`src/rtl/viterbi_out_packer.sv`:
```
// viterbi_out_packer: drops the first SKIP_N decoded bits after reset or flush,
// packs the remaining bits into bytes and queues them in a small byte FIFO that
// drains over a valid/ready interface. A flush pads and emits any partial byte
// marked as last, then re-arms the warm-up skip.
// Optional build macro: VITERBI_PACKER_LSB_FIRST_EN packs the first bit of each
// byte into data[0] instead of data[7].
module viterbi_out_packer #(
  parameter int SKIP_N     = 61,
  parameter int FIFO_DEPTH = 4
) (
  input  logic                               clk_i,
  input  logic                               rst_ni,
  input  logic                               flush_i,
  input  logic                               bit_valid_i,
  input  logic                               bit_i,
  output logic                               valid_o,
  input  logic                               ready_i,
  output logic [7:0]                         data_o,
  output logic                               last_o,
  output logic [$clog2(FIFO_DEPTH+1)-1:0]    level_o,
  output logic                               overflow_o
);

  localparam int SKIP_W = (SKIP_N > 0) ? $clog2(SKIP_N + 1) : 1;
  localparam int PTR_W  = $clog2(FIFO_DEPTH);
  localparam int LVL_W  = $clog2(FIFO_DEPTH + 1);

  typedef enum logic {ST_SKIP, ST_PACK} state_t;

  // With no warm-up bits the skip phase is bypassed entirely.
  localparam state_t ARM_STATE = (SKIP_N == 0) ? ST_PACK : ST_SKIP;

  state_t            state;
  logic [SKIP_W-1:0] skip_cnt;
  logic [SKIP_W-1:0] skip_inc;
  logic              skip_done;
  logic [2:0]        bit_cnt;
  logic [2:0]        bit_pos;
  logic [7:0]        shift_reg;
  logic [7:0]        pack_byte;
  logic              pack_bit;
  logic              byte_done;
  logic              push;
  logic              pop;
  logic              full;
  logic              drop;
  logic              write;
  logic              overflow;

  logic [8:0]        mem [FIFO_DEPTH];
  logic [PTR_W-1:0]  wr_ptr;
  logic [PTR_W-1:0]  rd_ptr;
  logic [LVL_W-1:0]  level;

  assign skip_inc  = skip_cnt + SKIP_W'(1);
  assign skip_done = (skip_inc == SKIP_W'(SKIP_N));
  assign pack_bit  = bit_valid_i && (state == ST_PACK);
  assign byte_done = pack_bit && (bit_cnt == 3'd7);

`ifdef VITERBI_PACKER_LSB_FIRST_EN
  assign bit_pos = bit_cnt;
`else
  assign bit_pos = 3'd7 - bit_cnt;
`endif

  // Byte under construction including this cycle's bit; unfilled positions stay zero,
  // which doubles as the flush padding.
  always_comb begin
    pack_byte = shift_reg;
    if (pack_bit) pack_byte[bit_pos] = bit_i;
  end

  assign push  = byte_done || (flush_i && (state == ST_PACK) && (pack_bit || (bit_cnt != 3'd0)));
  assign full  = (level == LVL_W'(FIFO_DEPTH));
  assign pop   = valid_o && ready_i;
  assign drop  = push && full && !pop;
  assign write = push && !drop;

  // Skip/pack sequencing: counts warm-up bits, then assembles bytes; flush re-arms.
  always_ff @(posedge clk_i or negedge rst_ni) begin
    if (!rst_ni) begin
      state     <= ARM_STATE;
      skip_cnt  <= '0;
      bit_cnt   <= 3'd0;
      shift_reg <= 8'h00;
    end else if (flush_i) begin
      state     <= ARM_STATE;
      skip_cnt  <= '0;
      bit_cnt   <= 3'd0;
      shift_reg <= 8'h00;
    end else if (bit_valid_i) begin
      case (state)
        ST_SKIP: begin
          if (skip_done) begin
            state    <= ST_PACK;
            skip_cnt <= '0;
          end else begin
            skip_cnt <= skip_inc;
          end
        end
        ST_PACK: begin
          bit_cnt   <= bit_cnt + 3'd1;
          shift_reg <= byte_done ? 8'h00 : pack_byte;
        end
        default: state <= ARM_STATE;
      endcase
    end
  end

  // FIFO storage; contents are qualified by level, so no reset is needed here.
  always_ff @(posedge clk_i) begin
    if (write) mem[wr_ptr] <= {flush_i, pack_byte};
  end

  // FIFO pointers, occupancy and the sticky overflow flag (a drop beats a flush clear).
  always_ff @(posedge clk_i or negedge rst_ni) begin
    if (!rst_ni) begin
      wr_ptr   <= '0;
      rd_ptr   <= '0;
      level    <= '0;
      overflow <= 1'b0;
    end else begin
      if (write) wr_ptr <= wr_ptr + PTR_W'(1);
      if (pop)   rd_ptr <= rd_ptr + PTR_W'(1);
      if (write && !pop)      level <= level + LVL_W'(1);
      else if (pop && !write) level <= level - LVL_W'(1);
      if (flush_i)   overflow <= drop;
      else if (drop) overflow <= 1'b1;
    end
  end

  assign valid_o    = (level != '0);
  assign data_o     = valid_o ? mem[rd_ptr][7:0] : 8'h00;
  assign last_o     = valid_o ? mem[rd_ptr][8] : 1'b0;
  assign level_o    = level;
  assign overflow_o = overflow;

endmodule

```
`config.mk`:
```
export PLATFORM = sky130hd
export DESIGN_NAME = viterbi_out_packer
export DESIGN_NICKNAME = d
export VERILOG_FILES = /design/src/rtl/viterbi_out_packer.sv
export SDC_FILE = /design/constraint.sdc
export NUM_CORES = 1
export LEC_CHECK = 0
export ABC_AREA = 1
export BUFFER_PORTS_ARGS = -buffer_cell sky130_fd_sc_hd__buf_2
export CAP_MARGIN = 10
export CELL_PAD_IN_SITES_DETAIL_PLACEMENT = 1
export CELL_PAD_IN_SITES_GLOBAL_PLACEMENT = 2
export CORE_ASPECT_RATIO = 1.4
export CORE_MARGIN = 4
export CORE_UTILIZATION = 34
export DETAILED_ROUTE_END_ITERATION = 8
export PLACE_DENSITY_LB_ADDON = 0.08
export SLEW_MARGIN = 5
export SYNTH_ARGS = -nofsm -noshare
export SYNTH_HDL_FRONTEND = slang
export SYNTH_SLANG_ARGS = --single-unit
```
`constraint.sdc`:
```
create_clock -name clk_i -period 2.2 [get_ports clk_i]
set_input_delay 0.66 -clock clk_i [delete_from_list [all_inputs] [get_ports clk_i]]
set_output_delay 0.66 -clock clk_i [all_outputs]
set_load 0.02 [all_outputs]
```
## Word level (Yosys, flattened, before mapping)

Memory sizes are Yosys's and may differ from the RTL's.
Cells that the tools add are included.

| operators by class | value |
|---|---|
| $add $sub $neg | 7 |
| multiply operators | 0 |
| divide/modulo/power cells | 0 |
| $lt $le $gt $ge | 2 |
| eq/ne operators | 4 |
| shift operators | 0 |
| muxes and demuxes | 27 |
| bitwise operators | 0 |
| reduce and logical (&&, ||, !) cells | 24 |

Operator list:

| kind | number |
|---|---|
| $mux 8 | 6 |
| $mux 6 | 4 |
| $mux 3 | 5 |
| $logic_and 1x1->1 | 11 |
| $mux 1 | 10 |
| $bwmux 8 | 1 |
| $reduce_bool 2->1 | 4 |
| $add 3x1->3 const B | 2 |
| $add 6x1->6 const B | 1 |
| $eq 3x3->1 const B | 2 |
| $eq 6x6->1 const B | 1 |
| $reduce_bool 3->1 | 2 |
| $add 2x1->2 const B | 2 |
| $lt 3x4->1 const B | 1 |
| $reduce_and 2->1 | 2 |
| $demux 1 s3 | 1 |
| $ge 3x1->1 const B | 1 |
| $logic_not 1->1 | 3 |
| $sub 3x1->3 const B | 1 |
| $sub 3x3->3 const A | 1 |
| $logic_or 1x1->1 | 2 |
| $ne 2x2->1 const B | 1 |

| word-level totals | value |
|---|---|
| register bits after elaboration | 26 |
| bits in latches | 0 |
| memory bits (writable) | 36 |
| ROM bits | 0 |
| input bits | 6 |
| output and inout bits | 14 |
| logic and storage cells | 73 |
| memories kept | 1 |

Memory list:

| name | words | width | rd ports | clocked after memory_dff | write ports | RTL line | RTL |
|---|---|---|---|---|---|---|---|
| mem | 4 | 9 | 1 | 0 | 1 | 50 | `logic [8:0] mem [FIFO_DEPTH];` |

## Depth between registers and ports, before layout

Gate-level depths: netlist of the first run.

| logic depth | value |
|---|---|
| depth after elaboration | 12 |
| gate-level depth with buffers | 12 |
| gate-level depth less buffers | 12 |

## Least setup slack after synthesis of the first run

Ideal clock, no wire load.

| timing path | value |
|---|---|
| path kind | register -> register |
| start point | reg bit_cnt[0] |
| end point | reg level[2] (netlist: level_o[2]) |
| library setup time | 0.131 ns |
| arrival time | 2.111 ns |
| required time | 2.069 ns |
| path slack | -0.042 ns |
| stages on the path, launching flop included | 13 |
| buffers on the path | 0 |
| clock period less this slack | 2.242 ns |
| path through | dfrtp_1 ha_1 ha_1 nand2_1 a21oi_2 nand3_2 inv_2 ha_1 inv_1 fa_1 a21oi_1 o21ai_0 xor2_1 |

| on the way | value |
|---|---|
| longest elaborated chain between the ends | 11 |
| elaborated cells on any way between the ends | 15 |
| those cells by class | eq/ne: 1; mux: 1; reduce/logical: 13 |

Ends and longest elaborated chain:

| what | RTL line | RTL |
|---|---|---|
| from (decl) | 37 | `logic [2:0] bit_cnt;` |
| from (signal assigned) | 102 | `bit_cnt <= bit_cnt + 3'd1;` |
| $reduce_bool 3->1 | 73 | `assign push = byte_done \|\| (flush_i && (state == ST_PACK) && (pack_bit \|\| (bit_cnt != 3'd0)));` |
| $logic_or 1x1->1 | 73 |  |
| $logic_and 1x1->1 | 73 |  |
| $logic_or 1x1->1 * | 73 |  |
| $logic_and 1x1->1 (2 in series) | 76 | `assign drop = push && full && !pop;` |
| $logic_not 1->1 | 77 | `assign write = push && !drop;` |
| $logic_and 1x1->1 * | 77 |  |
| named net write | 47 | `logic write;` |
| $logic_not 1->1 | 126 | `else if (pop && !write) level <= level - LVL_W'(1);` |
| $logic_and 1x1->1 | 126 |  |
| $reduce_bool 2->1 (no line) | - |  |
| to (signal assigned) | 125 | `if (write && !pop) level <= level + LVL_W'(1);` |
| to (signal assigned) | 126 |  |
| to (decl) | 53 | `logic [LVL_W-1:0] level;` |

The timed path passes the listed nets; every way through them passes the cells marked *.
A chain may end at the register's enable or synchronous reset.

## Final worst setup path of the first run

| timing path | value |
|---|---|
| start point | reg rd_ptr[0] |
| end point | out data_o[0] |

| on the way | value |
|---|---|
| longest elaborated chain between the ends | 2 |

Ends and longest elaborated chain:

| what | RTL line | RTL |
|---|---|---|
| from (decl) | 52 | `logic [PTR_W-1:0] rd_ptr;` |
| from (signal assigned) | 124 | `if (pop) rd_ptr <= rd_ptr + PTR_W'(1);` |
| $mem_v2 4x9 | - |  |
| $mux 8 | 133 | `assign data_o = valid_o ? mem[rd_ptr][7:0] : 8'h00;` |
| to (decl) | 18 | `output logic [7:0] data_o,` |

Every way passes these cells.

==> out/results.ini, run 1 <==
[status]
outcome = complete, no violations

[sta]
slew_violations = 0
slew_headroom_pct = 57.0
tightest_slew_ps = 646
hold_viol = 0
rsz0062_at_grt = yes
fmax_mhz = 460
post-route-min-period_ps = 2170
setup_violations = 0
fin_crit_sh_pct = 98.7
timing.hold.ws_ps = 353
finalClockSkew_ps = 5.42

[place]
dpl_cell_area_um2 = 3340
port_buffers = 19
place.gp.congestion = 0.740
dp_cells = 448
place_hpwl_um = 4960

[worst_setup_path]
endpoint_kind = primary output
slowest_stage = dfrtp_1
startpoint_type = register
cp_data_arrival_time_ps = 1510
crit_chain = inv_2, o21ai_0, a21oi_1, buf_4
critPathBufInv = 2
critPathRequiredTime_ps = 1540
max_stage_delay_ps = 410
reg2regPathDepth = 12
cpLargestDelayFamily = buffers and inverters
path_depth = 4
critPathKind = register to primary output
path_max_fanout = 19

[layout]
fin_nets = 377
drive_gt1_share_pct = 23.0
area_growth_pct = 24.3
fillers = 1007
finalInstanceArea_um2 = 3710
antenna_cells = 0
fin_util_pct = 43.3
instances_no_fill = 470
largest_reg_flops = 36

[detailed_routing]
via_per_inst = 4.70
wirelength_um = 6980
drc = 0
drtIter0Drc = 62
wl_per_cell_um = 14.8
dr.pass1.iters = 4
num_vias = 2207
ant_nets = 0

[clock_network]
cts_buffer_depth = 2
ctsHtreeMaxLevel = 3
cts_made_buffers = 9
postCtsHoldBufs = 0
cts-root-buf = clkbuf_16
clk_latency_ps = 330
clk_pin_slew_ps = 50
cts.sinks = 62
cts_tree = done

[floorplan]
die_y_um = 119
die_area_um2 = 10400
die_x_um = 87.2
io_pins = 20
start_util_pct = 34.9
rows = 40
core-area_um2 = 8560

[power_and_ir_drop]
power.density_nw_per_um2 = 1040
ir_worst_vdd_uv = 580
leakage_uw = 0.00164

[synth]
yosysWarningCount = 0
netlist_instances = 311
synth_common_cells = 55 x nor2_1, 54 x nand2_1, 36 x edfxtp_1, 36 x inv_1, 26 x dfrtp_1
ys_seq_elements = 62
async_flop_share_pct = 41.9
synth_nets = 328
synth_seq_area_share_pct = 58.0
synth_edf_count = 36
syn_area_per_cell_um2 = 9.60
synth_ff_type = edfxtp_1
synth_top_area_share_pct = 36.2
synthesis.area_um2 = 2980
synth_area_leaders = edfxtp_1 36%, dfrtp_1 22%, nor2_1 6.9%
synth_cell_types = 34
synth.largest_area_cell = edfxtp_1
synth.most_common_cell = nor2_1

[global_route]
antenna_found_initial = 0
grt_overflow_total = 0
grt_pass1_wl_um = 11700
grt_pass1_vias = 2310
grt_max_degree = 27
track_usage_pct = 15.0

[run]
maxCapViolations = 0

[min_path]
hp-class = primary input to asynchronous set/reset pin

## stage by stage
| step | power [uW] | TNS, ps | setup slack (ps) |
|---|---|---|---|
| 2_1_floorplan | 2070 | 0 | 6.28 |
| 3_3_place_gp | 2450 | -21.8 | -21.8 |
| 3_5_place_dp | 2460 | -50.3 | -43.5 |
| 4_1_cts | 3810 | -7.49 | -7.49 |
| 5_1_grt | 4100 | -293 | -55.1 |
| 6_report | 3850 | 0 | 27.8 |
## cells by family (layout without fill, tap and decap cells)
group / after synthesis / in the layout / share of synthesized area [%]
mux: 1 / 1 / 0.377
flops: 62 / 62 / 58.0
simple gates: 143 / 143 / 21.0
compound gates: 42 / 42 / 7.88
xor+xnor: 5 / 5 / 1.72
buf+inv: 47 / 101 / 6.16
fa+ha+maj: 11 / 11 / 4.86
## per-layer routing
layer	global-route usage (%)	vias up	part of all wire (%)
li1	-	1116	-
met1	17.6	1056	42
met2	25.4	24	53
met3	3.18	11	2.9
met4	7.49	0	2.3
met5	0	-	0
## path summary, 6_finish.rpt
path	from	to	slack, ps
setup reg to reg	bit_cnt[0]	level_o[2]	100
min in group clk_i	skip_cnt[5]	skip_cnt[5]	490
hold reg to reg	skip_cnt[5]	skip_cnt[5]	490
setup / recovery	rd_ptr[0]	data_o[0]	30
max in group asynchronous	rst_ni	shift_reg[5]	1420
hold / removal	rst_ni	level_o[2]	350
## repair_timing
item | 4_1_cts | 5_1_grt
endpoints found under the setup margin | 9 | 11
pin swaps | 0 | 7
setup buffers | 1 | 5
resized for setup | 5 | 14
gates cloned | 0 | 0
## cells in the final DEF (no fill, tap or decap), types with 2 or more instances in the layout
cell type / n
buf_4: 31
xor2_1: 3
nor2_1: 55
a21oi_2: 2
ha_4: 2
clkbuf_16: 9
inv_2: 5
edfxtp_1: 36
nand2_2: 3
buf_2: 11
clkinv_2: 3
clkbuf_1: 2
nand4_1: 2
dfrtp_1: 26
ha_1: 7
nand3_1: 13
o21ai_0: 22
nor3_1: 8
a21oi_1: 12
nand2_1: 52
inv_1: 35
clkinv_1: 2
nand3_2: 3
nor2_4: 2
## report_power, final
group | switching (uW) | internal (uW) | leakage [uW]
registers | 41.9 | 1280 | 0.000678
logic | 755 | 500 | 0.000833
clock network | 484 | 786 | 0.000134
## worst register-to-register path, cell delays in order (launching register included)
cell,delay (ps)
dfrtp_1,370
ha_2,210
ha_4,140
nand2_2,50
a21oi_2,150
nand3_2,100
inv_2,90
ha_4,130
inv_2,40
fa_2,370
a21oi_2,140
o21ai_2,70
xor2_1,130
## layout make-up
class	count	area (um2)	share of cell area, %
inverters	42	159	4.28
clock buffers	12	246	6.64
flip-flops and latches	62	1730	46.7
multi-input cells	202	1110	29.9
clock inverters	4	22.5	0.607
repair buffers	43	308	8.30
well taps	105	131	3.54
Power figures use the tool's default switching activity.
==> run 2: changes to the inputs <==
--- a/config.mk
+++ b/config.mk
@@ -14,6 +14,7 @@
 export CORE_MARGIN = 4
 export CORE_UTILIZATION = 34
 export DETAILED_ROUTE_END_ITERATION = 8
+export MAX_ROUTING_LAYER = met4
 export PLACE_DENSITY_LB_ADDON = 0.08
 export SLEW_MARGIN = 5
 export SYNTH_ARGS = -nofsm -noshare
==> out/results.ini, run 2 (same netlist as run 1, synthesis figures left out) <==
[floorplan]
io_pins = 20  ; unchanged
die_x_um = 87.2  ; unchanged
die_area_um2 = 10400  ; unchanged
rows = 40  ; unchanged
core-area_um2 = 8560  ; unchanged
die_y_um = 119  ; unchanged
start_util_pct = 34.9  ; unchanged

[layout]
drive_gt1_share_pct = 23.0  ; unchanged
antenna_cells = 0  ; unchanged
fillers = 1007  ; unchanged
area_growth_pct = 24.3  ; unchanged
most-common-layout-cells = 55 x nor2_1, 52 x nand2_1, 36 x edfxtp_1
fin_nets = 377  ; unchanged
multi_input_area_um2 = 1110  ; unchanged
finalInstanceArea_um2 = 3710  ; unchanged
largest_reg_flops = 36  ; unchanged
layout_commonest_cell = nor2_1
seqCellArea_um2 = 1730  ; unchanged

[power_and_ir_drop]
pwr-share-seq_pct = 34.4  ; about the same
p_total_uw = 3840  ; about the same
switching_share_pct = 33.3  ; about the same
comb_power_share_pct = 32.6  ; about the same
intPower_uw = 2570  ; about the same
p_sw_uw = 1280  ; about the same
p_clk_share_pct = 33.0  ; about the same
ir_worst_vdd_uv = 580  ; about the same
leakage_uw = 0.00164  ; unchanged
power.density_nw_per_um2 = 1040  ; about the same

[clock_network]
cts.sinks = 62  ; unchanged
cts_buffer_depth = 2  ; unchanged
cts_tree = done
clk_pin_slew_ps = 50  ; about the same
clk_latency_ps = 330  ; about the same
cts-root-buf = clkbuf_16
ctsHtreeMaxLevel = 3  ; unchanged
cts_made_buffers = 9  ; unchanged

[sta]
tightest_slew_ps = 646  ; -0.174 ps
finalClockSkew_ps = 5.42  ; +0.000330 ps
rsz0062_at_grt = yes
fmax_mhz = 461  ; +0.18%
slew_violations = 0  ; unchanged
slew_headroom_pct = 57.0  ; about the same
post-route-min-period_ps = 2170  ; -3.86 ps
setup_violations = 0  ; unchanged
hold_viol = 0  ; unchanged
fin_crit_sh_pct = 98.6  ; -0.18 points

[detailed_routing]
drc = 0  ; unchanged
ant_nets = 0  ; unchanged
wirelength_um = 6980  ; about the same
wl_per_cell_um = 14.9  ; about the same
drtIter0Drc = 72  ; +16%
num_vias = 2207  ; unchanged
dr.pass1.iters = 4  ; unchanged
via_per_inst = 4.70  ; unchanged

[place]
place.gp.congestion = 0.749  ; +1.2%
dpl_cell_area_um2 = 3340  ; unchanged
place_hpwl_um = 4960  ; unchanged
port_buffers = 19  ; unchanged

[global_route]
grt_pass1_wl_um = 11700  ; about the same
grt_pass1_vias = 2307  ; -0.13%
grt_max_degree = 27  ; unchanged
grt_overflow_total = 0  ; unchanged
antenna_found_initial = 0  ; unchanged
track_usage_pct = 15.4  ; +0.41 points

[worst_setup_path]
rr_startpoint = bit_cnt[0]
critPathRequiredTime_ps = 1540  ; about the same
critPathKind = register to primary output
path_max_fanout = 19  ; unchanged
startpoint_type = register
cp_data_arrival_time_ps = 1510  ; about the same
ff2ff_setup_slack_ps = 100  ; about the same
endpoint_kind = primary output
crit_path_start = rd_ptr[0]

[min_path]
hp-class = primary input to asynchronous set/reset pin

[run]
maxCapViolations = 0  ; unchanged

[status]
outcome = complete, no violations

-- run 2: cell counts in the layout (fill, tap and decap cells not counted) --
Identical to the previous run, type by type.
-- run 2: critical path: stages (launching register included) --
cell     delay, ps
dfrtp_1        410
inv_2          250
o21ai_0        150
a21oi_1        190
buf_4          170
-- run 2: area by class of cell --
cell class / instances / share of cell area [%]
inverters: 42 / 4.28
clock buffers: 12 / 6.64
multi-input cells: 202 / 29.9
repair buffers: 43 / 8.30
flip-flops and latches: 62 / 46.7
clock inverters: 4 / 0.607
well taps: 105 / 3.54
-- run 2: stage by stage --
step,utilization (%),setup WS (ps),hold slack (ps),setup TNS (ps),cells
floorplan,-,6.28,364,0,311
global placement,39.0,-21.8,465,-21.8,448
detailed placement,39.0,-43.5,477,-50.3,448
CTS,42.4,-7.49,366,-7.49,465
global route,43.3,-54.9,396,-292,470
finish,43.3,31.6,353,0,470
-- run 2: repair_timing --
| item | 4_1_cts | 5_1_grt |
|---|---|---|
| hold buffers | 0 | 0 |
| setup endpoints to repair | 9 | 11 |
| pin swaps | 0 | 7 |
| setup buffers | 1 | 5 |
| gates resized for setup | 5 | 14 |
-- run 2: metal layers --
layer / global-route usage (%) / share of wire [%] / vias to the layer above
met4: 7.49 / 2.2 / 0
met2: 25.4 / 53 / 24
met1: 17.6 / 42 / 1057
met3: 3.11 / 2.8 / 11
met5: - / 0 / -
li1: - / - / 1115
-- run 2: path summary, 6_finish.rpt --
path / to / depth (start not counted)
worst max-delay path: data_o[0] / 4
worst min-delay path: level_o[2] / 1
max in group asynchronous: shift_reg[5] / 1
worst max register to register: level_o[2] / 12
min in group clk_i: skip_cnt[5] / 2
worst min register to register: skip_cnt[5] / 2
-- run 2: power by group through the flow --
| stage | Combinational, uW | Clock [uW] | Sequential [uW] |
|---|---|---|---|
| final | 1250 | 1270 | 1320 |
| after global routing | 1400 | 1380 | 1330 |
| after CTS | 1170 | 1320 | 1320 |
| after detailed placement | 1120 | 0 | 1340 |
| after global placement | 1100 | 0 | 1340 |
| after floorplan | 694 | 0 | 1380 |
